File: src/rtl/joypad_serializer.sv
// Multi-port NES/SNES joypad serializer: latches host button vectors on strobe
// and shifts one bit per falling edge of each port's read clock.
`timescale 1ns/1ps

module joypad_port #(
   parameter int C_bits = 8,
   parameter int C_fill = 1
) (
   input  logic              clk,
   input  logic              resetn,
   input  logic              strobe,
   input  logic              rclk,
   input  logic [C_bits-1:0] load,
   output logic              data,
   output logic              overread
);
   localparam int CW = $clog2(C_bits + 1);
   localparam logic [CW-1:0] CNT_MAX = CW'(C_bits);
   localparam logic FILL = (C_fill != 0);

   logic [C_bits-1:0] shreg;
   logic [CW-1:0]     cnt;
   logic              clk_prev;

   always_ff @(posedge clk) begin
      if (!resetn) begin
         shreg    <= {C_bits{FILL}};
         cnt      <= '0;
         overread <= 1'b0;
         clk_prev <= 1'b0;
      end else begin
         clk_prev <= rclk;
         // load has priority so an edge coinciding with strobe is dropped
         if (strobe) begin
            shreg    <= load;
            cnt      <= '0;
            overread <= 1'b0;
         end else if (clk_prev && !rclk) begin
            shreg <= {FILL, shreg[C_bits-1:1]};
            if (cnt == CNT_MAX) overread <= 1'b1;
            else                cnt      <= cnt + 1'b1;
         end
      end
   end

   assign data = shreg[0];
endmodule

module joypad_serializer #(
   parameter int C_ports       = 2,
   parameter int C_bits        = 8,
   parameter int C_fill        = 1,
   parameter int C_clk_hz      = 21428571,
   parameter int C_autofire_hz = 10
) (
   input  logic                      clk,
   input  logic                      resetn,
   input  logic [C_ports*C_bits-1:0] i_btn,
   input  logic [C_bits-1:0]         i_turbo_mask,
   input  logic                      i_strobe,
   input  logic [C_ports-1:0]        i_clock,
   output logic [C_ports-1:0]        o_data,
   output logic [C_ports-1:0]        o_overread
);
   localparam bit AF_EN = (C_autofire_hz > 0);
   localparam int H     = AF_EN ? C_clk_hz / (2 * C_autofire_hz) : 1;
   localparam int AFW   = (H > 1) ? $clog2(H) : 1;
   localparam logic [AFW-1:0] AF_LAST = AFW'(H - 1);

   logic [C_ports-1:0][C_bits-1:0] r_btn;
   logic [AFW-1:0]                 r_af;
   logic                           r_phase;
   logic [C_bits-1:0]              keep;

   always_ff @(posedge clk) begin
      if (!resetn) begin
         r_btn   <= '0;
         r_af    <= '0;
         r_phase <= 1'b1;
      end else begin
         r_btn <= i_btn;
         if (AF_EN) begin
            if (r_af == AF_LAST) begin
               r_af    <= '0;
               r_phase <= ~r_phase;
            end else begin
               r_af <= r_af + 1'b1;
            end
         end
      end
   end

   // turbo buttons read released during the low autofire phase
   assign keep = ~(i_turbo_mask & ~{C_bits{r_phase}});

   for (genvar p = 0; p < C_ports; p++) begin : g_port
      joypad_port #(
         .C_bits (C_bits),
         .C_fill (C_fill)
      ) u_port (
         .clk      (clk),
         .resetn   (resetn),
         .strobe   (i_strobe),
         .rclk     (i_clock[p]),
         .load     (r_btn[p] & keep),
         .data     (o_data[p]),
         .overread (o_overread[p])
      );
   end
endmodule

File: config.mk
export PLATFORM = sky130hd
export DESIGN_NAME = joypad_serializer
export DESIGN_NICKNAME = d
export VERILOG_FILES = /design/src/rtl/joypad_serializer.sv
export SDC_FILE = /design/constraint.sdc
export NUM_CORES = 1
export LEC_CHECK = 0
export CAP_MARGIN = 40
export CORE_UTILIZATION = 30
export CTS_CLUSTER_SIZE = 40
export DETAILED_ROUTE_END_ITERATION = 7
export PLACE_DENSITY = 0.55
export SLEW_MARGIN = 20
export SYNTH_ARGS = -nofsm -noshare
export SYNTH_HDL_FRONTEND = slang
export SYNTH_SLANG_ARGS = --single-unit
File: constraint.sdc
create_clock -name clk -period 2 [get_ports clk]
set_clock_uncertainty 0.1 [all_clocks]
set_input_delay 0.3 -clock clk [delete_from_list [all_inputs] [get_ports clk]]
set_output_delay 0.3 -clock clk [all_outputs]
set_load 0.005 [all_outputs]
# Yosys cells after proc, flatten, opt, wreduce, memory -nomap -nowiden
# Cells that the tools add are included.
# word_totals
ff_bits	66
inputBits	29
out_inout_bits	4
wordCells	43
# classes
add_sub_neg	3
eq_ne	3
muxes	4
bitwise	9
n_reduce_logical	12
# op_table
cell	n
two-way mux 8 bit	4
AND 8 bit	3
adder 21 x 1 -> 21 bit, second input constant	1
equality test 21 bit, second input constant	1
inverter 8 bit	2
adder 4 x 1 -> 4 bit, second input constant	2
equality test 4 bit, second input constant	2
AND reduction 2 bit	4
inverter 1 bit	4
nonzero test 2 bit	2
OR reduction 2 bit	2
logical AND 1 bit	2
zero test 1 bit	2

# Logic depth before layout (Yosys ltp)
# Gate-level depths: netlist of run 1.
# logic_depth
word_depth	5
ltp_mapped	6
depth_no_buf	6

# Modules after synthesis
# From an unflattened synthesis of run 1, not the netlist that was laid out.
# unflattened
cells_unflattened	317
area_unflattened_um2	2939.1
# by_module_without_submodules
module	n_inst	cells_each	area_per_inst_um2	seq_area_each_um2
joypad_serializer	1	167	1577.8	760.7
joypad_port	2	75	680.7	280.3

# Least setup slack after synthesis of run 1
# OpenSTA, ideal clock, no wires.
# synth_path
path_type	reg-to-reg
startpoint	register r_af[5]
endpoint	register r_af[19]
t_arrival_ns	1.535
path_slack_ns	0.294
stages_incl_launch_ff	6
synth_period_minus_slack_ns	1.706
path_cell_list	dfxtp_1 clkbuf_2 nand4_2 or4_4 or3_1 a21oi_1
# synth_via
elab_chain_len	2
word_cells_on_any_way	3
classes_between	add/sub (1); eq/ne (1); reduce/logical (1)
# synth_lines
element	line_no	source
start, declared	71	logic [AFW-1:0] r_af;
start signal, assigned	87	r_af <= r_af + 1'b1;
parallel branches: the longest is 2 deep, another holds adder 21 x 1 -> 21 bit	--	
# Parallel ways; which one is timed is not known.
# A chain may end at the register's enable or synchronous reset.

# Final worst setup path of run 1
# layout_path
startpoint	register r_af[0]
endpoint	register r_af[17]
# The elaborated chain is that of the path after synthesis.

==> results of run 1 <==
-- cells in the final DEF, fill, tap and decap left out, types with 2 or more instances in the layout --
| cell type | instances |
|---|---|
| inv_1 | 10 |
| nand4_1 | 8 |
| xnor2_1 | 13 |
| o211ai_1 | 9 |
| nor2b_1 | 2 |
| mux2i_1 | 16 |
| dfxtp_1 | 66 |
| and4_1 | 2 |
| nor4_1 | 5 |
| bufinv_16 | 3 |
| nand3_1 | 13 |
| nand2_1 | 19 |
| nor3_1 | 6 |
| ha_1 | 5 |
| and2_1 | 18 |
| clkinvlp_4 | 2 |
| a21oi_1 | 8 |
| clkdlybuf4s50_1 | 32 |
| a31oi_1 | 7 |
| clkbuf_8 | 9 |
| or3_1 | 4 |
| buf_4 | 12 |
| xor2_1 | 6 |
| o21ai_0 | 12 |
| nor2_1 | 32 |
| nor4b_1 | 2 |
-- registers in the layout (all words and copies together), names as in the netlist --
name,count
g_port.u_port.clk_prev,2
g_port.u_port.cnt,8
g_port.u_port.overread,2
g_port.u_port.shreg,16
r_af,21
r_btn,16
r_phase,1
-- area by class of cell --
cell class,instances,area [µm²],area share (%)
timing repair buffer,45,430,12.5
multi-input combinational,199,1270,36.9
inverter,10,37.5,1.09
clock buffer,10,128,3.72
sequential,66,1320,38.5
clock inverter,6,114,3.32
tap,108,135,3.93
-- synth_stat cells (all sizes together) --
library cell  number
and3               1
or3                4
nand3             14
nor4               5
or4                1
a31oi              7
o211ai             9
nor3               6
and2              18
mux2i             16
nor2b              2
a21oi              8
clkbuf            10
nand2b             1
a21boi             1
a2111oi            1
o21ai             13
nor4b              2
and4               2
dfxtp             66
nand3b             1
inv               10
nand2             19
buf                7
ha                 5
and4b              1
xnor2             13
xor2               6
nand4             10
nor2              32
a31o               1
-- worst register-to-register path, stage by stage, from the launching register on --
cell and delay, ns:
dfxtp_1 0.41, nand2_1 0.16, or4_4 0.60, or3_1 0.32, a21oi_1 0.18
-- power by group through the flow --
stage	Sequential [µW]	Combinational (µW)	Clock [µW]
floorplan	1410	104	0
global placement	1420	190	0
detailed placement	1420	191	0
CTS	1390	193	1390
global route	1400	212	1450
finish	1390	191	1360
-- layer usage --
metal  track usage (%)  vias up  routed length [µm]  part of all wire, %
li1                  -     1083                   -                    -
met1              16.6      916                2790                   53
met5                 0        -                   0                    0
met4              7.23        0                  58                  1.1
met3              2.82        4                 165                  3.1
met2              17.1       32                2270                   43
-- cell families after synthesis --
kind of cell             share of synthesized area, %
AND/OR/NAND/NOR                                  23.6
flip-flops                                       48.8
AO/OA/AOI/OAI                                    8.91
buffers and inverters                            4.39
XOR/XNOR                                         6.14
multiplexers                                     5.91
adder cells (fa/ha/maj)                          2.31
-- metrics by stage --
stage	setup slack (ns)	util, %
3_5_place_dp	0.233	36.6
6_report	0.156	39.4
5_1_grt	0.0620	39.4
3_3_place_gp	0.260	36.6
4_1_cts	0.163	39.4
2_1_floorplan	0.294	-
-- worst max path at each step --
stage,to,cells after the start,start
3_5_place_dp,r_af[19],4,r_af[0]
2_1_floorplan,r_af[19],5,r_af[5]
3_3_place_gp,g_port[0].u_port.cnt[2],6,i_clock[0]
4_1_cts,r_af[17],4,r_af[0]
5_1_grt,r_af[17],4,r_af[0]
6_report,r_af[17],4,r_af[0]
==> impl_metrics.prom, run 1 <==
# TYPE chip_impl_metric gauge
chip_impl_info{name="status",value="finished, final reports clean"} 1
chip_impl_metric{name="clk_path_buf_depth",unit=""} 2
chip_impl_metric{name="clock_power_share",unit="%"} 46.2
chip_impl_metric{name="worstSkewPairLatency",unit="ns"} 0.34
chip_impl_metric{name="clock.fmax",unit="MHz"} 542
chip_impl_metric{name="routed_wirelength",unit="mm"} 5.28
chip_impl_metric{name="post_drt_via_cell_ratio",unit=""} 4.58
chip_impl_info{name="tritoncts",value="done"} 1
chip_impl_metric{name="chipWidth",unit="µm"} 97.0
chip_impl_metric{name="worst_slew_margin_rel",unit="%"} 72.8
chip_impl_metric{name="grt_pass1_vias",unit=""} 1973
chip_impl_info{name="worstSetupEndpointType",value="flip-flop"} 1
chip_impl_metric{name="drt_iter0_drc",unit=""} 85
chip_impl_metric{name="synth_top_area_share",unit="%"} 48.8
chip_impl_metric{name="ys_types",unit=""} 37
chip_impl_info{name="setup.worst_path.start_class",value="flip-flop"} 1
chip_impl_metric{name="antennaDiodeCount",unit=""} 0
chip_impl_info{name="worstHoldEndpoint",value="g_port[0].u_port.overread"} 1
chip_impl_metric{name="cts-hold-fix-buffers",unit=""} 0
chip_impl_metric{name="cts-buffers-inserted",unit=""} 9
chip_impl_metric{name="vias_after_detailed_routing",unit=""} 2035
chip_impl_metric{name="slew_viol_final",unit=""} 0
chip_impl_metric{name="layoutNonFillerInstCount",unit=""} 444
chip_impl_metric{name="combinational_group_share_of_total_power",unit="%"} 6.5
chip_impl_metric{name="syn-cell-area",unit="mm²"} 0.00271
chip_impl_metric{name="detail-route-antenna-nets",unit=""} 0
chip_impl_metric{name="report.power.total",unit="µW"} 2940
chip_impl_metric{name="final.min_clock_period",unit="ns"} 1.84
chip_impl_metric{name="power.density",unit="mW/mm²"} 855
chip_impl_info{name="path_class",value="reg -> reg"} 1
chip_impl_metric{name="peak_ir_drop_on_the_vdd_network",unit="µV"} 352
chip_impl_metric{name="buffer_ports.inserted",unit=""} 32
chip_impl_metric{name="clkSlewWorstSetupHoldPaths",unit="ns"} 0.07
chip_impl_metric{name="cap_viol_max_count",unit=""} 0
chip_impl_metric{name="nNetsFinal",unit=""} 365
chip_impl_metric{name="power.share.switching",unit="%"} 21.4
chip_impl_metric{name="synth_seq_cells",unit=""} 66
chip_impl_metric{name="setup_viol_count_final",unit=""} 0
chip_impl_info{name="crit_chain",value="nand2_1, or4_4, or3_1, a21oi_1"} 1
chip_impl_metric{name="final_layout_worst_hold_slack",unit="ns"} 0.372
chip_impl_info{name="critical_path.slowest_cell",value="or4_4"} 1
chip_impl_metric{name="drt_wl_cell",unit="µm"} 11.9
chip_impl_metric{name="cp_max_fo",unit=""} 5
chip_impl_metric{name="synth-warning-count",unit=""} 0
chip_impl_metric{name="grt_first_pass_wirelength",unit="mm"} 9.03
chip_impl_metric{name="timing_worst_slew_pin_value",unit="ns"} 0.408
chip_impl_metric{name="post-route-cell-area",unit="mm²"} 0.00343
chip_impl_metric{name="ctsResizeCount",unit=""} 0
chip_impl_metric{name="io-pin-count",unit=""} 33
chip_impl_metric{name="dp.cells",unit=""} 428
chip_impl_metric{name="reg2regPathDepth",unit=""} 4
chip_impl_metric{name="floorplan.initialDensity",unit="%"} 31.1
chip_impl_metric{name="htreeDepth",unit=""} 3
chip_impl_metric{name="reg2reg_slack",unit="ns"} 0.16
chip_impl_metric{name="cts.sink_count",unit=""} 66
chip_impl_metric{name="gp_routability_congestion",unit=""} 0.764
chip_impl_metric{name="layout_cells_sized_above_1",unit="%"} 9.82
chip_impl_metric{name="seq_power_share",unit="%"} 47.3
chip_impl_info{name="min_from",value="g_port[0].u_port.overread"} 1
chip_impl_metric{name="share_of_synthesized_area_occupied_by_flip_flops_and_latches",unit="%"} 48.8
chip_impl_info{name="worstReg2RegStart",value="r_af[0]"} 1
chip_impl_info{name="worst_r2r_endpoint",value="r_af[17]"} 1
chip_impl_metric{name="crit_path_required_time",unit="ns"} 2.16
chip_impl_metric{name="layout-area-overhead-vs-synth",unit="%"} 26.8
chip_impl_metric{name="power_switching",unit="µW"} 628
chip_impl_metric{name="initial_antenna_violation_count",unit=""} 0
chip_impl_metric{name="worst_ep_arrival_time",unit="ns"} 2.00
chip_impl_metric{name="syn-instance-count",unit=""} 292
chip_impl_metric{name="post-cts-setup-buffer-count",unit=""} 0
chip_impl_info{name="clk_root_buffer_cell",value="clkbuf_8"} 1
chip_impl_info{name="yosys.area.top_type",value="dfxtp_1"} 1
chip_impl_metric{name="cp_peak_stage_delay",unit="ns"} 0.60
chip_impl_metric{name="dpl.hpwl",unit="mm"} 3.72
chip_impl_metric{name="placement.cell_area",unit="mm²"} 0.00319
chip_impl_metric{name="grt_start_max_net_pins",unit=""} 21
chip_impl_metric{name="worstPathBufferInverterCount",unit=""} 0
chip_impl_metric{name="drc",unit=""} 0
chip_impl_metric{name="globalRouteTotalUtil",unit="%"} 12.1
chip_impl_metric{name="p_int",unit="µW"} 2310
chip_impl_metric{name="syn_area_per_cell",unit="µm²"} 9.28
chip_impl_metric{name="detailed_routing_iterations_pass_1",unit=""} 4
chip_impl_metric{name="postSynthNetCount",unit=""} 326
chip_impl_metric{name="hold_depth",unit=""} 2
chip_impl_metric{name="leakage_power_of_the_design",unit="µW"} 0.00124
chip_impl_metric{name="fin_setup_tns",unit="ns"} 0
chip_impl_info{name="holdCritPathClass",value="reg -> reg"} 1
chip_impl_info{name="netlist_top_cells_area",value="dfxtp_1 (49%), mux2i_1 (5.9%), nor2_1 (4.4%)"} 1
chip_impl_metric{name="grt_overflow",unit=""} 0
chip_impl_info{name="path_delay_family",value="simple AND/OR/NAND/NOR gates"} 1
chip_impl_metric{name="die_footprint",unit="mm²"} 0.00941
chip_impl_metric{name="std_cell_rows",unit=""} 34
chip_impl_metric{name="dieHeight",unit="µm"} 97.0
chip_impl_metric{name="coreArea",unit="mm²"} 0.00872
chip_impl_metric{name="fin_crit_sh",unit="%"} 92.2
chip_impl_metric{name="report.final.hold_viol_count",unit=""} 0
chip_impl_info{name="grt_setup_unrepaired",value="no"} 1
chip_impl_metric{name="filler_cell_count",unit=""} 849
Note: power is estimated with default switching activity, not from simulation.
==> run 2: changes to the inputs <==
Clock period 2 ns to 1.95 ns, I/O delays scaled along.
==> impl_metrics.prom, run 2 (synthesis results as in run 1) <==
# TYPE chip_impl_metric gauge
chip_impl_metric{name="worstSkewPairLatency",unit="ns"} 0.34
chip_impl_metric{name="report.power.total",unit="µW"} 2780
chip_impl_metric{name="vias_after_detailed_routing",unit=""} 2079
chip_impl_info{name="clk_root_buffer_cell",value="clkbuf_8"} 1
chip_impl_info{name="regMostFlops",value="r_af"} 1
chip_impl_metric{name="grt_first_pass_wirelength",unit="mm"} 8.83
chip_impl_info{name="setup.worst_path.start_class",value="flip-flop"} 1
chip_impl_metric{name="clkSlewWorstSetupHoldPaths",unit="ns"} 0.08
chip_impl_metric{name="cp_peak_stage_delay",unit="ns"} 0.54
chip_impl_metric{name="post-route-util",unit="%"} 38.9
chip_impl_metric{name="cap_viol_max_count",unit=""} 0
chip_impl_metric{name="report.final.hold_viol_count",unit=""} 0
chip_impl_metric{name="buffer_ports.inserted",unit=""} 32
chip_impl_metric{name="fin_crit_sh",unit="%"} 91.5
chip_impl_metric{name="htreeDepth",unit=""} 3
chip_impl_metric{name="gp_routability_congestion",unit=""} 0.769
chip_impl_info{name="crit_chain",value="nand4_4, or4_4, or3_1, a21oi_1"} 1
chip_impl_metric{name="cts-hold-fix-buffers",unit=""} 0
chip_impl_metric{name="drt_iter0_drc",unit=""} 95
chip_impl_metric{name="io-pin-count",unit=""} 33
chip_impl_metric{name="clk_path_buf_depth",unit=""} 2
chip_impl_info{name="mostFrequentLayoutCells",value="dfxtp_1 (66), nor2_1 (32), clkdlybuf4s50_1 (32)"} 1
chip_impl_metric{name="chipWidth",unit="µm"} 97.0
chip_impl_metric{name="fin_setup_tns",unit="ns"} 0
chip_impl_metric{name="cp_max_fo",unit=""} 6
chip_impl_metric{name="layout_cells_sized_above_1",unit="%"} 10.1
chip_impl_metric{name="peak_ir_drop_on_the_vdd_network",unit="µV"} 331
chip_impl_metric{name="globalRouteTotalUtil",unit="%"} 11.7
chip_impl_metric{name="reg2regPathDepth",unit=""} 4
chip_impl_metric{name="worst_slew_margin_rel",unit="%"} 74.0
chip_impl_metric{name="grt_overflow",unit=""} 0
chip_impl_info{name="capture_point_of_the_worst_path",value="r_af[19]"} 1
chip_impl_metric{name="timing_worst_slew_pin_value",unit="ns"} 0.386
chip_impl_info{name="worst_r2r_endpoint",value="r_af[19]"} 1
chip_impl_metric{name="std_cell_rows",unit=""} 34
chip_impl_metric{name="die_footprint",unit="mm²"} 0.00941
chip_impl_metric{name="power.density",unit="mW/mm²"} 818
chip_impl_info{name="largest_registers",value="r_af x21, g_port.u_port.shreg x16, r_btn x16"} 1
chip_impl_metric{name="dp.cells",unit=""} 428
chip_impl_info{name="critical_path.slowest_cell",value="or4_4"} 1
chip_impl_metric{name="routed_wirelength",unit="mm"} 5.14
chip_impl_metric{name="dpl.hpwl",unit="mm"} 3.75
chip_impl_metric{name="grt_start_max_net_pins",unit=""} 21
chip_impl_info{name="critical_path.startpoint",value="r_af[9]"} 1
chip_impl_metric{name="layoutNonFillerInstCount",unit=""} 444
chip_impl_metric{name="drt_wl_cell",unit="µm"} 11.6
chip_impl_metric{name="setup_viol_count_final",unit=""} 0
chip_impl_info{name="status",value="finished, final reports clean"} 1
chip_impl_metric{name="final.min_clock_period",unit="ns"} 1.78
chip_impl_metric{name="detail-route-antenna-nets",unit=""} 0
chip_impl_metric{name="crit_cells",unit=""} 4
chip_impl_metric{name="number_of_flip_flops_in_the_largest_register",unit=""} 21
chip_impl_metric{name="cts.sink_count",unit=""} 66
chip_impl_metric{name="worst_ep_arrival_time",unit="ns"} 1.95
chip_impl_metric{name="crit_path_required_time",unit="ns"} 2.12
chip_impl_metric{name="nNetsFinal",unit=""} 365
chip_impl_info{name="layout.cells.most_common",value="dfxtp_1"} 1
chip_impl_metric{name="slew_viol_final",unit=""} 0
chip_impl_metric{name="post_drt_via_cell_ratio",unit=""} 4.68
chip_impl_metric{name="worstPathBufferInverterCount",unit=""} 0
chip_impl_metric{name="coreArea",unit="mm²"} 0.00872
chip_impl_metric{name="drc",unit=""} 0
chip_impl_metric{name="floorplan.initialDensity",unit="%"} 31.1
chip_impl_metric{name="initial_antenna_violation_count",unit=""} 0
chip_impl_metric{name="ctsResizeCount",unit=""} 0
chip_impl_info{name="worstSetupEndpointType",value="flip-flop"} 1
chip_impl_metric{name="clock.fmax",unit="MHz"} 560
chip_impl_metric{name="antennaDiodeCount",unit=""} 0
chip_impl_info{name="holdCritPathClass",value="reg -> reg"} 1
chip_impl_metric{name="post-cts-setup-buffer-count",unit=""} 0
chip_impl_metric{name="detailed_routing_iterations_pass_1",unit=""} 4
chip_impl_metric{name="layout-area-overhead-vs-synth",unit="%"} 25.4
chip_impl_metric{name="dieHeight",unit="µm"} 97.0
chip_impl_info{name="worstReg2RegStart",value="r_af[9]"} 1
chip_impl_info{name="path_delay_family",value="simple AND/OR/NAND/NOR gates"} 1
chip_impl_metric{name="leakage_power_of_the_design",unit="µW"} 0.00123
chip_impl_metric{name="reg2reg_slack",unit="ns"} 0.17
chip_impl_info{name="tritoncts",value="done"} 1
chip_impl_metric{name="grt_pass1_vias",unit=""} 1907
chip_impl_metric{name="cts-buffers-inserted",unit=""} 9
chip_impl_info{name="grt_setup_unrepaired",value="no"} 1
chip_impl_info{name="path_class",value="reg -> reg"} 1
[run 2: how the worst min path moves through the flow]
stage / startpoint / to / cells after the start
2_1_floorplan: i_clock[0] / g_port[0].u_port.clk_prev / 1
3_3_place_gp: r_btn[3] / g_port[0].u_port.shreg[3] / 2
3_5_place_dp: r_btn[4] / g_port[0].u_port.shreg[4] / 2
4_1_cts: r_btn[4] / g_port[0].u_port.shreg[4] / 2
5_1_grt: r_btn[7] / g_port[0].u_port.shreg[7] / 2
6_report: r_btn[7] / g_port[0].u_port.shreg[7] / 2
[run 2: per-stage QoR]
step / hold WS (ns) / setup WS, ns / instance area (µm²)
global route: 0.378 / 0.0886 / 3400
finish: 0.371 / 0.166 / 3400
detailed placement: 0.353 / 0.165 / 3190
global placement: 0.351 / 0.211 / 3190
CTS: 0.370 / 0.165 / 3400
floorplan: 0.314 / 0.244 / 2710
[run 2: power breakdown]
group / leakage, µW / internal (µW) / switching (µW) / total (µW)
Sequential: 0.000543 / 1400 / 26.2 / 1430
Clock: 0.000103 / 627 / 529 / 1160
Combinational: 0.000582 / 115 / 79.7 / 195
[run 2: layer usage]
| layer | up-vias | share of wire (%) | GRT usage [%] |
|---|---|---|---|
| met4 | 0 | 1.9 | 6.54 |
| li1 | 1087 | - | - |
| met5 | - | 0 | 0 |
| met1 | 951 | 53 | 16.4 |
| met3 | 7 | 2.5 | 2.24 |
| met2 | 34 | 42 | 16.8 |
[run 2: layout make-up]
type / count / area [µm²]
multi-input combinational: 199 / 1270
fill: 866 / 5330
sequential: 66 / 1320
clock buffer: 10 / 138
timing repair buffer: 45 / 430
inverter: 10 / 37.5
tap: 108 / 135
clock inverter: 6 / 65.1
[run 2: worst register-to-register path: stages, from the launching register on]
cell     delay (ns)
dfxtp_1        0.47
nand4_4        0.15
or4_4          0.54
or3_1          0.32
a21oi_1        0.14
==> run 3: changes to the inputs <==
Settings changed: CTS_BUF_LIST set to sky130_fd_sc_hd__clkbuf_4.
==> impl_metrics.prom, run 3 (synthesis results as in run 1) <==
# TYPE chip_impl_metric gauge
chip_impl_metric{name="timing_worst_slew_pin_value",unit="ns"} 0.393
chip_impl_metric{name="reg2reg_slack",unit="ns"} 0.15
chip_impl_metric{name="cts-hold-fix-buffers",unit=""} 0
chip_impl_metric{name="io-pin-count",unit=""} 33
chip_impl_metric{name="htreeDepth",unit=""} 3
chip_impl_metric{name="reg2regPathDepth",unit=""} 4
chip_impl_metric{name="grt_overflow",unit=""} 0
chip_impl_metric{name="worst_slew_margin_rel",unit="%"} 73.5
chip_impl_metric{name="crit_path_required_time",unit="ns"} 2.19
chip_impl_info{name="status",value="finished, final reports clean"} 1
chip_impl_info{name="path_class",value="reg -> reg"} 1
chip_impl_info{name="worstReg2RegStart",value="r_af[9]"} 1
chip_impl_metric{name="cap_viol_max_count",unit=""} 0
chip_impl_metric{name="worst_slack",unit="ns"} 0.155
chip_impl_metric{name="clk_path_buf_depth",unit=""} 2
chip_impl_info{name="holdCritPathClass",value="in -> reg"} 1
chip_impl_metric{name="hold_depth",unit=""} 2
chip_impl_metric{name="drt_wl_cell",unit="µm"} 11.5
chip_impl_metric{name="slew_viol_final",unit=""} 0
chip_impl_metric{name="post-place-ws",unit="ns"} 0.165
chip_impl_info{name="min_from",value="i_btn[12]"} 1
chip_impl_info{name="grt_setup_unrepaired",value="no"} 1
chip_impl_info{name="crit_chain",value="nand4_4, or4_4, or3_1, a21oi_1"} 1
chip_impl_metric{name="fin_setup_tns",unit="ns"} 0
chip_impl_metric{name="chipWidth",unit="µm"} 97.0
chip_impl_metric{name="buffer_ports.inserted",unit=""} 32
chip_impl_metric{name="antennaDiodeCount",unit=""} 0
chip_impl_metric{name="vias_after_detailed_routing",unit=""} 2078
chip_impl_metric{name="die_footprint",unit="mm²"} 0.00941
chip_impl_info{name="worstSetupEndpointType",value="flip-flop"} 1
chip_impl_info{name="path_delay_family",value="simple AND/OR/NAND/NOR gates"} 1
chip_impl_metric{name="dpl.hpwl",unit="mm"} 3.75
chip_impl_metric{name="clkSlewWorstSetupHoldPaths",unit="ns"} 0.12
chip_impl_metric{name="layoutNonFillerInstCount",unit=""} 444
chip_impl_metric{name="cp_max_fo",unit=""} 6
chip_impl_metric{name="worstSkewPairLatency",unit="ns"} 0.41
chip_impl_metric{name="floorplan.initialDensity",unit="%"} 31.1
chip_impl_metric{name="cts-buffers-inserted",unit=""} 9
chip_impl_metric{name="routed_wirelength",unit="mm"} 5.12
chip_impl_metric{name="nNetsFinal",unit=""} 365
chip_impl_metric{name="ctsResizeCount",unit=""} 0
chip_impl_metric{name="setup_viol_count_final",unit=""} 0
chip_impl_metric{name="filler_cell_count",unit=""} 870
chip_impl_info{name="worstHoldEndpoint",value="r_btn[12]"} 1
chip_impl_metric{name="post-cts-setup-buffer-count",unit=""} 0
chip_impl_metric{name="post_drt_via_cell_ratio",unit=""} 4.68
chip_impl_metric{name="report.final.hold_viol_count",unit=""} 0
chip_impl_metric{name="grt_pass1_vias",unit=""} 1923
chip_impl_metric{name="detail-route-antenna-nets",unit=""} 0
chip_impl_metric{name="worstPathBufferInverterCount",unit=""} 0
chip_impl_metric{name="layout_cells_sized_above_1",unit="%"} 9.82
chip_impl_metric{name="seq_area",unit="mm²"} 0.00132
chip_impl_metric{name="number_of_flip_flops_in_the_largest_register",unit=""} 21
chip_impl_info{name="setup.worst_path.start_class",value="flip-flop"} 1
chip_impl_metric{name="cts.sink_count",unit=""} 66
chip_impl_metric{name="drc",unit=""} 0
chip_impl_metric{name="drt_iter0_drc",unit=""} 80
chip_impl_info{name="largest_registers",value="r_af x21, g_port.u_port.shreg x16, r_btn x16"} 1
chip_impl_metric{name="dp.cells",unit=""} 428
chip_impl_metric{name="cp_peak_stage_delay",unit="ns"} 0.54
chip_impl_metric{name="initial_antenna_violation_count",unit=""} 0
chip_impl_metric{name="leakage_power_of_the_design",unit="µW"} 0.00120
chip_impl_info{name="clk_root_buffer_cell",value="clkbuf_4"} 1
chip_impl_metric{name="dieHeight",unit="µm"} 97.0
chip_impl_metric{name="grt_first_pass_wirelength",unit="mm"} 8.87
chip_impl_metric{name="coreArea",unit="mm²"} 0.00872
chip_impl_info{name="mostFrequentLayoutCells",value="dfxtp_1 (66), nor2_1 (32), clkdlybuf4s50_1 (32)"} 1
chip_impl_info{name="tritoncts",value="done"} 1
chip_impl_metric{name="std_cell_rows",unit=""} 34
chip_impl_info{name="critical_path.slowest_cell",value="or4_4"} 1
chip_impl_info{name="worst_r2r_endpoint",value="r_af[19]"} 1
chip_impl_metric{name="gp_routability_congestion",unit=""} 0.769
chip_impl_metric{name="fin_crit_sh",unit="%"} 92.1
chip_impl_metric{name="final.min_clock_period",unit="ns"} 1.80
chip_impl_metric{name="clock.fmax",unit="MHz"} 557
chip_impl_info{name="regMostFlops",value="r_af"} 1
chip_impl_metric{name="detailed_routing_iterations_pass_1",unit=""} 4
chip_impl_metric{name="footprint_of_the_multi_input_gates",unit="mm²"} 0.00127
chip_impl_metric{name="power.density",unit="mW/mm²"} 755
chip_impl_info{name="layout.cells.most_common",value="dfxtp_1"} 1
chip_impl_metric{name="grt_start_max_net_pins",unit=""} 21
chip_impl_metric{name="peak_ir_drop_on_the_vdd_network",unit="µV"} 267
chip_impl_metric{name="layout-area-overhead-vs-synth",unit="%"} 22.9
chip_impl_metric{name="globalRouteTotalUtil",unit="%"} 11.8
chip_impl_metric{name="worst_ep_arrival_time",unit="ns"} 2.03
run 3: worst max-delay path by stage:
stage	from	to	slack, ns	depth (start not counted)
6_report	r_af[9]	r_af[19]	0.15	4
5_1_grt	r_af[9]	r_af[19]	0.08	4
2_1_floorplan	r_af[5]	r_af[19]	0.24	5
3_3_place_gp	i_clock[1]	g_port[1].u_port.shreg[2]	0.21	5
3_5_place_dp	i_clock[0]	g_port[0].u_port.cnt[2]	0.16	6
4_1_cts	r_af[9]	r_af[19]	0.15	4
run 3: cell type report:
| cell class | instances | area share, % |
|---|---|---|
| timing repair buffer | 45 | 12.9 |
| inverter | 10 | 1.13 |
| clock buffer | 9 | 2.03 |
| sequential | 66 | 39.7 |
| tap | 108 | 4.06 |
| clock inverter | 7 | 2.07 |
| multi-input combinational | 199 | 38.1 |
run 3: metal layers:
metal / up-vias / wire length (µm) / track usage (%)
met5: - / 0 / 0
met4: 0 / 110 / 6.89
met3: 11 / 159 / 2.24
met2: 39 / 2160 / 17.1
met1: 941 / 2690 / 16.1
li1: 1087 / - / -
run 3: worst register-to-register path, delay by kind of cell, from the launching register on:
family / cells / cell delay, ns
AND/OR/NAND/NOR: 3 / 1.01
flip-flops: 1 / 0.48
AO/OA/AOI/OAI: 1 / 0.14
run 3: through the flow:
step	area [µm²]	power [µW]	hold WS, ns	utilization (%)
finish	3330	2510	0.345	38.2
global route	3330	2630	0.334	38.2
CTS	3330	2560	0.319	38.2
detailed placement	3190	1650	0.353	36.6
global placement	3190	1650	0.351	36.6
floorplan	2710	1560	0.314	-
run 3: power by group:
part           leakage (µW)  switching [µW]  internal [µW]
clock             0.0000737             504            388
sequential         0.000543            26.2           1400
combinational      0.000582            79.3            115
total               0.00120             610           1900
==> edit (config.mk and constraints of run 2) <==
Change the parameter `C_ports` from 2 to 1.
--- a/src/rtl/joypad_serializer.sv
+++ b/src/rtl/joypad_serializer.sv
@@ -48,5 +48,5 @@
 
 module joypad_serializer #(
-   parameter int C_ports       = 2,
+   parameter int C_ports       = 1,
    parameter int C_bits        = 8,
    parameter int C_fill        = 1,
Ports: changed (resized i_btn, i_clock, o_data and o_overread); port bits go from 33 to 22. No check against the original RTL was run, so the function may have changed too.
==> edit against run 2 <==
Core utilization is 0.20 points higher; sequential cell count is 22 lower; area after synthesis is 29% lower; final area is 31% lower; combinational power is 40% lower; worst setup slack worse by 0.039 ns; total power is 36% lower; routed wire length is 28% lower; largest cell class is now multi-input gates; largest power group unchanged; highest routed layer unchanged.
==> edit: results (changes against run 2) <==
Parameter                              Value

Global route
  Largest net degree at the start of global routing    17 (was 21)
  Vias in the first global route    1413 (was 1907)
  Combined global-route utilization of all metal layers    12.4% (was 11.7%)

Layout
  Fin cells    311 (was 444)
  Fillers    628 (was 866)
  Proportion of layout cells with a drive suffix above 1    10.6% (was 10.1%)
  Biggest regs    r_af x21, g_port.u_port.shreg x8, r_btn x8 (was r_af x21, g_port.u_port.shreg x16, r_btn x16)
  Total Nets Final    258 (was 365)

Placed design
  Placed standard-cell area    0.00223 mm² (was 0.00319 mm²)
  Total instance count after detailed placement    302 (was 428)
  Final HPWL DP    2640 µm (was 3750 µm)
  GP Congestion    0.786 (was 0.769)
  Number of port buffers    21 (was 32)
  Dpl ws    0.136 ns (was 0.165 ns)

Status
  Run status    finished, final reports clean (unchanged)

Yosys
  Multiplexer share of the synthesized area    3.67% (was 5.91%)
  Post-synthesis compound-gate area fraction    8.19% (was 8.91%)
  Post-synthesis cell type count    36 (was 37)
  Most area-consuming cells after synthesis    sky130_fd_sc_hd__dfxtp_1 (46%), sky130_fd_sc_hd__xnor2_1 (5.5%), sky130_fd_sc_hd__nor2_1 (4.5%) (was sky130_fd_sc_hd__dfxtp_1 (49%), sky130_fd_sc_hd__mux2i_1 (5.9%), sky130_fd_sc_hd__nor2_1 (4.4%))

Min path
  Hold worst-path end    g_port[0].u_port.overread$_SDFFE_PP0P_ (was g_port[0].u_port.shreg[7]$_SDFFE_PN1P_)

Drt
  Violation count after the first detailed-routing iteration    68 (was 95)
  Total number of vias    1458 (was 2079)

STA
  Worst hold slack across all endpoints    0.383 ns (was 0.371 ns)
  Worst-case headroom to the max-slew limit    66.1% (was 74.0%)
  Clock period minus final worst setup slack    1.82 ns (was 1.78 ns)

Clock tree
  CTS H-tree lvls    2 (was 3)
  Clock latency on the worst-skew pair    0.30 ns (was 0.34 ns)

Pwr
  Net Switching    0.394 mW (was 0.635 mW)
  Leak    0.799 nW (was 1.23 nW)

Worst setup path
  Critical path launch point    r_af[3]$_SDFF_PP0_ (was r_af[9]$_SDFF_PP0_)
  Worst R2R Setup Slack    0.13 ns (was 0.17 ns)
  Biggest cell delay along the critical path    0.57 ns (was 0.54 ns)
==> edit: cell count changes in the layout (fill, tap and decap cells not counted), sizes merged, moves of 6 or more <==
cell / before / now
nand2: 19 / 8
nand2b: 1 / 9
o211ai: 9 / 3
mux2i: 16 / 7
clkdlybuf4s50: 32 / 21
dfxtp: 66 / 44
and2: 18 / 9
nor2: 32 / 23
==> edit: metal layers <==
metal  vias to the layer above  GRT usage (%)  share of wire (%)
met5                         -              0                  0
met4                         0           5.79                1.5
met3                         6           2.78                3.6
met2                        20           20.7                 45
met1                       651           14.9                 50
li1                        781              -                  -
==> edit: cell type report <==
cell class	count	area [µm²]	area share, %
multi-input cells	147	967	41.0
flip-flops and latches	44	882	37.4
repair buffers	29	270	11.5
well taps	75	93.8	3.98
clock buffers	5	68.8	2.92
clock inverters	3	46.3	1.96
inverters	8	30.0	1.27
==> edit: worst max-delay path: cells and delay by family, from the launching register on <==
family	cells	cell delay, ns
AO/OA/AOI/OAI	1	0.15
flip-flops	1	0.45
AND/OR/NAND/NOR	3	1.06
